## src/rtl/uart_rx.sv

```systemverilog
// Serial receiver: start bit, DATA_BITS data bits (LSB first), one stop bit, mid-bit sampling.
// Optional two-flop input synchronizer is enabled by defining UART_RX_SYNC_EN.
module uart_rx #(
  parameter int BAUD_DIV  = int'(1e8 / 9600),
  parameter int DATA_BITS = 8
) (
  input  logic                 i_clk,
  input  logic                 i_reset,
  input  logic                 i_rx,
  output logic [DATA_BITS-1:0] o_data,
  output logic                 o_valid,
  output logic                 o_frame_err,
  output logic                 o_busy
);

  localparam int CW = $clog2(BAUD_DIV + 1);
  localparam int IW = $clog2(DATA_BITS + 1);
  localparam logic [CW-1:0] CNT_FULL = CW'(BAUD_DIV);
  localparam logic [CW-1:0] CNT_HALF = CW'(BAUD_DIV / 2);

  typedef enum logic [2:0] {IDLE, START, DATA, STOP, BRK} state_t;

  logic rx_s;

`ifdef UART_RX_SYNC_EN
  logic [1:0] sync_q, sync_d;
  assign sync_d = {sync_q[0], i_rx};
  // Flops reset high so the idle line is never mistaken for a start edge.
  always_ff @(posedge i_clk or posedge i_reset) begin
    if (i_reset) sync_q <= 2'b11;
    else         sync_q <= sync_d;
  end
  assign rx_s = sync_q[1];
`else
  assign rx_s = i_rx;
`endif

  state_t               state_q, state_d;
  logic [CW-1:0]        cnt_q, cnt_d;
  logic [IW-1:0]        idx_q, idx_d;
  logic [DATA_BITS-1:0] shreg_q, shreg_d;
  logic [DATA_BITS-1:0] data_q, data_d;
  logic                 valid_q, valid_d;
  logic                 ferr_q, ferr_d;
  logic                 expire;

  // A load of N reaches 1 exactly N cycles later; that cycle is the sample point.
  assign expire = (cnt_q == CW'(1));

  always_comb begin
    state_d = state_q;
    cnt_d   = (cnt_q != '0) ? cnt_q - 1'b1 : '0;
    idx_d   = idx_q;
    shreg_d = shreg_q;
    data_d  = data_q;
    valid_d = 1'b0;
    ferr_d  = 1'b0;
    case (state_q)
      IDLE: begin
        if (!rx_s) begin
          cnt_d   = CNT_HALF;
          state_d = START;
        end
      end
      START: begin
        if (expire) begin
          if (rx_s) begin
            state_d = IDLE;
          end else begin
            cnt_d   = CNT_FULL;
            idx_d   = '0;
            state_d = DATA;
          end
        end
      end
      DATA: begin
        if (expire) begin
          shreg_d = {rx_s, shreg_q[DATA_BITS-1:1]};
          cnt_d   = CNT_FULL;
          if (idx_q == IW'(DATA_BITS - 1)) state_d = STOP;
          else                              idx_d   = idx_q + 1'b1;
        end
      end
      STOP: begin
        if (expire) begin
          if (rx_s) begin
            data_d  = shreg_q;
            valid_d = 1'b1;
            state_d = IDLE;
          end else begin
            ferr_d  = 1'b1;
            state_d = BRK;
          end
        end
      end
      BRK: begin
        if (rx_s) state_d = IDLE;
      end
      default: state_d = IDLE;
    endcase
  end

  always_ff @(posedge i_clk or posedge i_reset) begin
    if (i_reset) begin
      state_q <= IDLE;
      cnt_q   <= '0;
      idx_q   <= '0;
      shreg_q <= '0;
      data_q  <= '0;
      valid_q <= 1'b0;
      ferr_q  <= 1'b0;
    end else begin
      state_q <= state_d;
      cnt_q   <= cnt_d;
      idx_q   <= idx_d;
      shreg_q <= shreg_d;
      data_q  <= data_d;
      valid_q <= valid_d;
      ferr_q  <= ferr_d;
    end
  end

  assign o_data      = data_q;
  assign o_valid     = valid_q;
  assign o_frame_err = ferr_q;
  assign o_busy      = (state_q != IDLE);

endmodule

```

## config.mk

```make
export PLATFORM = sky130hd
export DESIGN_NAME = uart_rx
export DESIGN_NICKNAME = d
export VERILOG_FILES = /design/src/rtl/uart_rx.sv
export SDC_FILE = /design/constraint.sdc
export NUM_CORES = 1
export LEC_CHECK = 0
export BUFFER_PORTS_ARGS = -buffer_cell sky130_fd_sc_hd__buf_2
export CAP_MARGIN = 20
export CORE_MARGIN = 10
export CORE_UTILIZATION = 60
export CTS_BUF_LIST = sky130_fd_sc_hd__clkbuf_4 sky130_fd_sc_hd__clkbuf_8
export DETAILED_ROUTE_END_ITERATION = 7
export PLACE_DENSITY = 0.79
export SYNTH_ARGS = -nofsm -noshare
export SYNTH_HDL_FRONTEND = slang
export SYNTH_SLANG_ARGS = --single-unit
```

## constraint.sdc

```tcl
create_clock -name i_clk -period 3.45 [get_ports i_clk]
set_clock_uncertainty 0.2 [all_clocks]
set_input_delay 0.1725 -clock i_clk [delete_from_list [all_inputs] [get_ports i_clk]]
set_output_delay 0.1725 -clock i_clk [all_outputs]
set_load 0.01 [all_outputs]
```

==> results.sh <==
export IMPL_port_buffers=13
export IMPL_clock_path_buffers=2
export IMPL_power_leakage_nw=1.02
export IMPL_max_cap_viol_count=0
export IMPL_finalMaxSlewViolations=0
export IMPL_die_h_microns=77.4
export IMPL_cts_tree="built"
export IMPL_yosys_top_cells_area="dfrtp_1 (49%), mux2_4 (6.1%), mux2_2 (4.6%)"
export IMPL_track_usage=0.133
export IMPL_dp_hpwl_microns=2750
export IMPL_grt_pass1_vias=1358
export IMPL_clkTransAtPathRegs_ps=110
export IMPL_hold_viol_final=0
export IMPL_total_power_mw=1.07
export IMPL_hold_buffers=2
export IMPL_dieArea_sq_um=5990
export IMPL_die_w_microns=77.4
export IMPL_critPathKind="reg -> reg"
export IMPL_syn_avg_cell_area_sq_um=11.4
export IMPL_cts_setup_buffers=0
export IMPL_synth_cell_types=47
export IMPL_fmax_mhz=422
export IMPL_synth_edf_count=0
export IMPL_drive_above_1_share=0.251
export IMPL_drt_iter0_drc=102
export IMPL_netlist_top_cell_by_area="dfrtp_1"
export IMPL_slew_headroom=0.516
export IMPL_endpoint_kind="flip-flop"
export IMPL_ir_drop_mv=0.267
export IMPL_syn_to_final_growth_pct=8.10
export IMPL_ant_nets=0
export IMPL_synth_warnings=0
export IMPL_fin_crit_sh=0.687
export IMPL_final_cell_mix="dfrtp_1 (39), nor2_1 (15), buf_2 (13), nand2_1 (11)"
export IMPL_synth_top_cell_area_share=0.494
export IMPL_core_sq_um=3100
export IMPL_drc=0
export IMPL_post_cts_resized=0
export IMPL_grt_pass1_wl_microns=6560
export IMPL_place_congestion=0.809
export IMPL_ys_ff_latch=39
export IMPL_h_tree_depth=2
export IMPL_hold_class="in -> async"
export IMPL_cp_start_kind="flip-flop"
export IMPL_viasPerCell=5.81
export IMPL_num_antenna_cells=0
export IMPL_ys_flop_type="dfrtp_1"
export IMPL_wirelength_microns=3750
export IMPL_synthCells=173
export IMPL_final_nets=197
export IMPL_synth_seq_area_share=0.494
export IMPL_antenna_found_initial=0
export IMPL_start_util=0.637
export IMPL_dr_pass1_iters=4
export IMPL_synth_area_sq_um=1980
export IMPL_clkSinkCount=39
export IMPL_power_density_nw_per_um2=499
export IMPL_synthArstFlopShare=1.00
export IMPL_grt_max_degree=40
export IMPL_syn_nets=180
export IMPL_grt_ovfl_total=0
export IMPL_worstMarginPinSlew_ps=718
export IMPL_finalSetupViolations=0
export IMPL_layout_commonest_cell="dfrtp_1"
export IMPL_wl_per_cell_microns=16.0
export IMPL_period_needed_ps=2370
export IMPL_cp_required_ps=3540
export IMPL_clk_latency_ps=350
export IMPL_status="finished, final reports clean"
export IMPL_setup_tns_ps=0
export IMPL_cts_buffers=5
export IMPL_rows=20
export IMPL_rsz0062_at_grt="false"
export IMPL_clockRootBuffer="clkbuf_4"
export IMPL_num_io_pins=14
export IMPL_arrival_ps=2460
export IMPL_vias=1365
export IMPL_path_max_fanout=8
-- path summary, 6_finish.rpt --
kind / start / end / slack (ps) / depth (start not counted)
setup / recovery: cnt_q[5]$_DFF_PP0_ / idx_q[3]$_DFFE_PP0P_ / 1080 / 4
setup reg to reg: cnt_q[5]$_DFF_PP0_ / idx_q[3]$_DFFE_PP0P_ / 1080 / 4
hold reg to reg: o_data[2]$_DFFE_PP0P_ / o_data[2]$_DFFE_PP0P_ / 320 / 1
max in group asynchronous: i_reset / cnt_q[9]$_DFF_PP0_ / 2450 / 4
hold / removal: i_reset / o_valid$_DFF_PP0_ / 260 / 4
min in group i_clk: o_data[2]$_DFFE_PP0P_ / o_data[2]$_DFFE_PP0P_ / 320 / 1
-- worst max-delay path: stages (launching register included) --
cell	delay, ps
dfrtp_1	450
nor4_2	550
nand4_1	420
o41ai_1	520
o2bb2ai_1	160
-- cell type report --
| class | count | area [sq um] |
|---|---|---|
| inverter | 9 | 33.8 |
| sequential | 39 | 976 |
| tap | 44 | 55.1 |
| clock inverter | 3 | 20.0 |
| multi-input combinational | 119 | 922 |
| fill | 250 | 966 |
| timing repair buffer | 16 | 92.6 |
| clock buffer | 5 | 37.5 |
-- layer usage --
layer	share of wire	global-route usage	up-vias
met5	0	0	-
met4	0.026	0.0693	0
met3	0.062	0.0403	12
met2	0.47	0.201	44
met1	0.44	0.167	651
li1	-	-	658
-- report_power, final --
group | internal (mW) | leakage, nW | switching, mW
clock network | 0.0777 | 0.0272 | 0.154
logic | 0.109 | 0.507 | 0.116
registers | 0.519 | 0.490 | 0.0902
-- cell families after synthesis --
| family | after synthesis | share of synthesized area |
|---|---|---|
| flip-flops | 39 | 0.494 |
| adder cells (fa/ha/maj) | 4 | 0.0253 |
| XOR/XNOR | 10 | 0.0443 |
| AO/OA/AOI/OAI | 28 | 0.0924 |
| buffers and inverters | 15 | 0.0399 |
| multiplexers | 17 | 0.111 |
| AND/OR/NAND/NOR | 60 | 0.193 |
-- state kept, by name (all words and copies together), names as in the netlist --
name,flops
o_frame_err,1
idx_q,4
cnt_q,14
state_q,3
o_valid,1
shreg_q,8
o_data,8
-- cell usage after synthesis (2+ instances only) --
cell,instances
dfrtp_1,39
nor2_1,15
nand2_1,11
inv_1,9
o21ai_0,9
mux2_2,8
mux2_4,8
xnor2_1,8
a21oi_1,5
nand3_1,5
nor4_1,5
o31ai_1,5
ha_1,4
buf_2,2
clkbuf_1,2
clkbuf_8,2
nand4_1,2
nor3_1,2
nor4b_1,2
or4_4,2
xor2_1,2
-- through the flow --
| step | std cells | hold slack, ps | setup slack [ps] | utilization | instance area [sq um] |
|---|---|---|---|---|---|
| 2_1_floorplan | 173 | 178 | 1400 | - | 1980 |
| 3_3_place_gp | 225 | 104 | 1270 | 0.664 | 2060 |
| 3_5_place_dp | 225 | 114 | 1150 | 0.664 | 2060 |
| 4_1_cts | 235 | 270 | 1110 | 0.689 | 2140 |
| 5_1_grt | 235 | 313 | 827 | 0.689 | 2140 |
| 6_report | 235 | 257 | 1080 | 0.689 | 2140 |
No activity file was read; power rests on OpenSTA's default activity.
